**config.mk**
```make
export PLATFORM = sky130hd
export DESIGN_NAME = lut_offset_arbiter
export DESIGN_NICKNAME = d
export VERILOG_FILES = /design/src/rtl/lut_offset_arbiter.sv
export SDC_FILE = /design/constraint.sdc
export NUM_CORES = 1
export LEC_CHECK = 0
export CAP_MARGIN = 10
export CORE_UTILIZATION = 33
export DETAILED_ROUTE_END_ITERATION = 8
export PLACE_DENSITY_LB_ADDON = 0.3
export SETUP_SLACK_MARGIN = 0.4
export SLEW_MARGIN = 20
export SYNTH_ARGS = -nofsm -noshare
export SYNTH_HDL_FRONTEND = slang
export SYNTH_SLANG_ARGS = --single-unit
```
**constraint.sdc**
```tcl
create_clock -name clock -period 4.1 [get_ports clock]
set_input_delay 0.82 -clock clock [delete_from_list [all_inputs] [get_ports clock]]
set_output_delay 0.82 -clock clock [all_outputs]
set_load 0.02 [all_outputs]
```
**src/rtl/lut_offset_arbiter.sv**
```systemverilog
// rtl/lut_offset_arbiter.sv - round-robin arbiter sharing one registered log-offset LUT between PE lanes
module lut_offset_arbiter #(
  parameter int NUM_REQ = 4,
  parameter int TAG_W   = 2
) (
  input  logic                   clock,
  input  logic                   rst_n,
  input  logic [NUM_REQ-1:0]     req_valid,
  input  logic [4*NUM_REQ-1:0]   req_shift,
  output logic [NUM_REQ-1:0]     req_ready,
  output logic [3:0]             lut_shift_offset,
  input  logic [23:0]            lut_log_offset,
  output logic [NUM_REQ-1:0]     rsp_valid,
  output logic [TAG_W-1:0]       rsp_tag,
  output logic [23:0]            rsp_data,
  input  logic [NUM_REQ-1:0]     rsp_ready,
  output logic                   busy
);

  typedef enum logic [1:0] {
    IDLE   = 2'd0,
    LOOKUP = 2'd1,
    RESP   = 2'd2
  } state_t;

  localparam logic [TAG_W-1:0] LAST_LANE = TAG_W'(NUM_REQ - 1);

  state_t           state;
  state_t           state_nxt;
  logic [TAG_W-1:0] ptr;
  logic [TAG_W-1:0] tag;
  logic [TAG_W-1:0] win;
  logic             any_req;
  logic             hs;
  logic             grant;

  // Round-robin pick: scan from ptr upward; the reverse loop leaves the nearest requester in win.
  always_comb begin
    int               sum;
    logic [TAG_W-1:0] cand;
    any_req = 1'b0;
    win     = '0;
    sum     = 0;
    cand    = '0;
    for (int k = NUM_REQ - 1; k >= 0; k--) begin
      sum = int'(ptr) + k;
      if (sum >= NUM_REQ) begin
        sum = sum - NUM_REQ;
      end
      cand = sum[TAG_W-1:0];
      if (req_valid[cand]) begin
        any_req = 1'b1;
        win     = cand;
      end
    end
  end

  // A new grant can be issued from IDLE or in the same cycle the pending response is taken.
  always_comb begin
    hs    = (state == RESP) && rsp_ready[tag];
    grant = any_req && ((state == IDLE) || hs);
  end

  // State register.
  always_ff @(posedge clock) begin
    if (!rst_n) begin
      state <= IDLE;
    end else begin
      state <= state_nxt;
    end
  end

  // Next-state: LOOKUP always lasts one cycle to cover the LUT's registered latency.
  always_comb begin
    state_nxt = state;
    case (state)
      IDLE:    state_nxt = grant ? LOOKUP : IDLE;
      LOOKUP:  state_nxt = RESP;
      RESP: begin
        if (hs) begin
          state_nxt = grant ? LOOKUP : IDLE;
        end else begin
          state_nxt = RESP;
        end
      end
      default: state_nxt = IDLE;
    endcase
  end

  // Grant side registers: LUT index, owning lane and the advanced round-robin pointer.
  always_ff @(posedge clock) begin
    if (!rst_n) begin
      ptr              <= '0;
      tag              <= '0;
      lut_shift_offset <= 4'd0;
    end else if (grant) begin
      lut_shift_offset <= req_shift[{win, 2'b00} +: 4];
      tag              <= win;
      ptr              <= (win == LAST_LANE) ? '0 : win + TAG_W'(1);
    end
  end

  // Outputs: strobes are gated by reset so nothing leaks while rst_n is low.
  always_comb begin
    req_ready = '0;
    rsp_valid = '0;
    rsp_data  = 24'd0;
    rsp_tag   = tag;
    busy      = (state != IDLE);
    if (rst_n && grant) begin
      req_ready = NUM_REQ'(1) << win;
    end
    if (rst_n && (state == RESP)) begin
      rsp_valid = NUM_REQ'(1) << tag;
      rsp_data  = lut_log_offset;
    end
  end

endmodule
```
Word-level counts from Yosys, hierarchy flattened --
Index checks and enable logic that the tools add are counted.
Storage, ports and cells: word-level logic and storage cells 63, flip-flop bits (word level) 10, output and inout bits 39
Cells by class: add/sub/neg operators 8, reduce and logical (&&, ||, !) cells 7, eq/ne operators 3, order comparisons 9, mux-type cells 29, shift operators 3
Operator list (count):
- $mux W24 | 1
- $mux W2 | 10
- $shiftx A16 B5 Y4 | 1
- $lt A2 B3 Y1 const B | 5
- $bmux W1 S2 | 5
- $mux W1 | 10
- $ge A3 B3 Y1 const B | 3
- $mux W4 | 2
- $shl A1 B2 Y4 const A | 2
- $sub A2 B1 Y2 const B | 4
- $add A2 B2 Y3 const B | 2
- $pmux W2 S3 | 1
- $eq A2 B2 Y1 const B | 2
- $logic_and A1 B1 Y1 | 4
- $add A2 B1 Y3 const B | 1
- $ge A2 B3 Y1 const B | 1
- $add A2 B1 Y2 const B | 1
- $eq A2 B1 Y1 const B | 1
- $logic_not A2 Y1 | 1
- $reduce_bool A2 Y1 | 1
- $logic_or A1 B1 Y1 | 1

Longest topological paths before layout --
depth in word-level cells 13, mapped depth 9

Least setup slack after synthesis --
OpenSTA, ideal clock, no wires.
path kind input -> output, from input req_valid[0], to output req_ready[3], setup slack 1008 ps, data required time 3280 ps, arrival time 2272 ps, stages on the path 8, path through nor2b_1 -> o21bai_1 -> clkbuf_2 -> nand2_1 -> inv_1 -> ha_1 -> inv_1 -> nor3_1
RTL lines:
- start, declared | RTL line 8 | input logic [NUM_REQ-1:0] req_valid,
- $bmux W1 S2 | RTL line 51 | if (req_valid[cand]) begin
- $mux W1 (not written as such) | RTL line 51
- $mux W2 (3 in series) | RTL line 51
- $mux W2 * | RTL line 51
- named net win[1] | RTL line 32 | logic [TAG_W-1:0] win;
- $shl A1 B2 Y4 * | RTL line 111 | req_ready = NUM_REQ'(1) << win;
- $mux W4 * | RTL line 110 | if (rst_n && grant) begin
- end, declared | RTL line 10 | output logic [NUM_REQ-1:0] req_ready,
Mark *: on every way through the listed nets, which the timed path passes. The rest lies on a longest branch. The select of a mux whose other input is x is not followed.

Worst setup path after layout --
from input req_valid[2], to output req_ready[2]
Same word-level chain as after synthesis.

==> results.json <==
{
  "status": "completed",
  "rows": 19,
  "p_switching_mw": 0.172,
  "total_power_mw": 0.477,
  "period_needed_ps": 3550,
  "drt_wl_total_mm": 3.13,
  "synth_compound_area_frac": 0.216,
  "crit_slowest_cell": "clkdlybuf4s50_1",
  "hold_class": "reg2reg",
  "cp.required_ps": 3280,
  "synth_edf_count": 0,
  "setup_viol": 0,
  "place_ws_ps": 296,
  "hold_end": "lut_shift_offset[3]$_SDFFE_PN0N_",
  "whs_path_depth": 2,
  "syn_area_per_cell_um2": 7.73,
  "reg2reg_slack_ps": 2260,
  "drt-pass1-iter-count": 4,
  "final_nets": 271,
  "fin_ws_ps": 550,
  "antenna_cells": 0,
  "drtAntennaViolNets": 0,
  "die_w_um": 55.7,
  "cts_hold_buffers": 0,
  "final-hold-violation-count": 0,
  "vias_per_cell": 5.04,
  "start_util": 0.348,
  "ys_seq_area_frac": 0.211,
  "clockRootBuffer": "clkbuf_4",
  "hold_ws_ps": 477,
  "nFillCells": 213,
  "dieArea_um2": 3100,
  "cts_sinks": 10,
  "io_pins": 89,
  "via_count": 1245,
  "track_usage": 0.190,
  "p_seq_frac": 0.271,
  "synthSimpleGateAreaFrac": 0.408,
  "cp_cell_sequence": "clkdlybuf4s50_1 > nor2b_1 > a221o_1 > nand2_1 > inv_1 > ha_1 > and3_1 > dlygate4sd2_1",
  "pwr-share-comb": 0.537,
  "drv_slew": 0,
  "relSlewSlack": 0.756,
  "dp_hpwl_mm": 2.57,
  "max_freq_mhz": 282,
  "wl_per_cell_um": 12.7,
  "die_h_um": 55.7,
  "path_class": "in2out",
  "grt_overflow": 0,
  "clk_pin_slew_ps": 70,
  "gr-usage-met1": 0.195,
  "setup_tns_ps": 0,
  "area_growth_pct": 104,
  "tightest_slew_ps": 365,
  "ys.flop_type": "dfxtp_1",
  "synth_xor_area_frac": 0,
  "gp_congestion": 0.833,
  "maxCapViolCount": 0,
  "use_met2": 0.363,
  "grt_pass1_vias": 1079,
  "met3_usage": 0.0326,
  "period_share": 0.866,
  "clockPowerShare": 0.192,
  "netlist_area_um2": 951,
  "core_um2": 2730,
  "yosys.area.top_type_share": 0.211,
  "synth_top_family_by_area": "simple AND/OR/NAND/NOR gates",
  "p_leak_nw": 0.817,
  "power_density_nw_per_um2": 246,
  "ys_types": 32,
  "cts_buffer_depth": 2,
  "synthTopCellsByCount": "24 x and2_1, 10 x dfxtp_1, 9 x and3_2, 9 x nor2_1",
  "rsz0062_at_grt": "no",
  "yosysWarnings": 0,
  "power.internal_mw": 0.304,
  "peakVddDrop_mv": 0.212,
  "cp-start-kind": "input port",
  "critPathArrivalTime_ps": 2730,
  "async_reset_ff_frac": 0,
  "synthMuxAreaShare": 0.0553,
  "cp-end-kind": "output port",
  "synthCells": 123,
  "drc": 0,
  "gr-max-usage-layer": "met2",
  "cp_top_family": "buffers and inverters",
  "cts_tree": "yes",
  "max_stage_delay_ps": 470,
  "p_sw_frac": 0.362,
  "grt_max_degree": 29,
  "timing.rr.start": "rsp_tag[0]$_SDFFE_PN0N_",
  "drive_gt1_frac": 0.130,
  "syn_nets": 177,
  "worst-path-buf-inv": 3,
  "finClkSkew_ps": 8.06,
  "synthTopCellsByArea": "dfxtp_1 21%, and2_1 16%, and3_2 7.1%, a21boi_0 6.3%, ha_1 5.3%",
  "r2r_cells": 5,
  "hp-start": "lut_shift_offset[3]$_SDFFE_PN0N_",
  "grt_first_pass_wirelength_mm": 4.69,
  "grt_antenna_before_repair": 0,
  "h-tree-depth": 1,
  "portBuffers": 88,
  "ys_ff_latch": 10,
  "clk_latency_ps": 270,
  "cts_buffers": 3,
  "synth_area_leader_cell": "dfxtp_1",
  "post_cts_buffers": 0,
  "drt_iter0_markers": 39,
  "yosysMostFrequentCell": "and2_1",
  "r2r-end": "lut_shift_offset[0]$_SDFFE_PN0N_",
  "cp_max_fo": 5,
  "synth_adder_area_share": 0.0526
}
-- worst min-delay path, stage by stage (launching register included) --
cell and delay [ps]:
dfxtp_1 310, nand2_1 50, a31oi_1 70
-- kinds of logic after synthesis --
family | count (synthesis)
fa+ha+maj | 4
compound gates | 29
buf+inv | 12
flops | 10
simple gates | 64
mux | 4
-- layer usage --
layer	vias to the layer above	share of wire	wire (um)
li1	613	-	-
met1	559	0.41	1280
met2	67	0.50	1570
met3	6	0.072	224
met4	0	0.017	53
met5	-	0	0
-- cells in the final DEF, fill, tap and decap left out, types with 3 or more instances in the layout --
cell,instances
ha_1,4
a21boi_0,8
inv_1,7
nand2_1,8
nor2_1,9
o21ai_0,7
clkbuf_4,3
and2_1,24
clkdlybuf4s50_1,84
a31oi_1,4
and3_1,3
dlygate4sd2_1,3
buf_4,6
dfxtp_1,10
mux2i_1,3
and3_2,9
-- repair_timing --
item	in CTS	in global routing
setup endpoints to repair	3	1
gates resized for setup	4	3
hold endpoints to repair	0	0
pin swaps	0	1
-- stage by stage --
stage | cells | cell area, um^2 | util
5_1_grt | 247 | 1940 | 0.709
3_3_place_gp | 243 | 1890 | 0.692
4_1_cts | 247 | 1930 | 0.706
6_report | 247 | 1940 | 0.709
2_1_floorplan | 123 | 951 | -
3_5_place_dp | 243 | 1890 | 0.692
-- sequential cells by signal, summed over array words and instances (netlist names) --
| signal | count |
|---|---|
| rsp_tag | 2 |
| lut_shift_offset | 4 |
| state | 2 |
| ptr | 2 |
-- final cells by class --
type,count,area [um^2],area share
sequential,10,200,0.103
inverter,7,26.3,0.0135
tap,31,38.8,0.0200
multi-input combinational,101,713,0.368
timing repair buffer,94,925,0.477
clock buffer,4,36.3,0.0187
-- power by group through the flow --
stage / clock, mW / sequential (mW) / combinational (mW)
detailed placement: 0 / 0.131 / 0.256
CTS: 0.0943 / 0.130 / 0.256
global route: 0.0975 / 0.131 / 0.277
global placement: 0 / 0.131 / 0.249
floorplan: 0 / 0.140 / 0.125
finish: 0.0917 / 0.129 / 0.256
-- worst max-delay path by stage --
stage | start | end | slack [ps] | cells after the start
global route | req_valid[2] | req_ready[2] | 490 | 8
floorplan | req_valid[0] | req_ready[3] | 1010 | 8
CTS | req_valid[2] | req_ready[1] | 430 | 7
detailed placement | req_valid[2] | req_ready[2] | 300 | 8
global placement | req_valid[2] | req_ready[3] | 420 | 8
finish | req_valid[2] | req_ready[2] | 550 | 8
No activity file was read; power rests on OpenSTA's default activity.
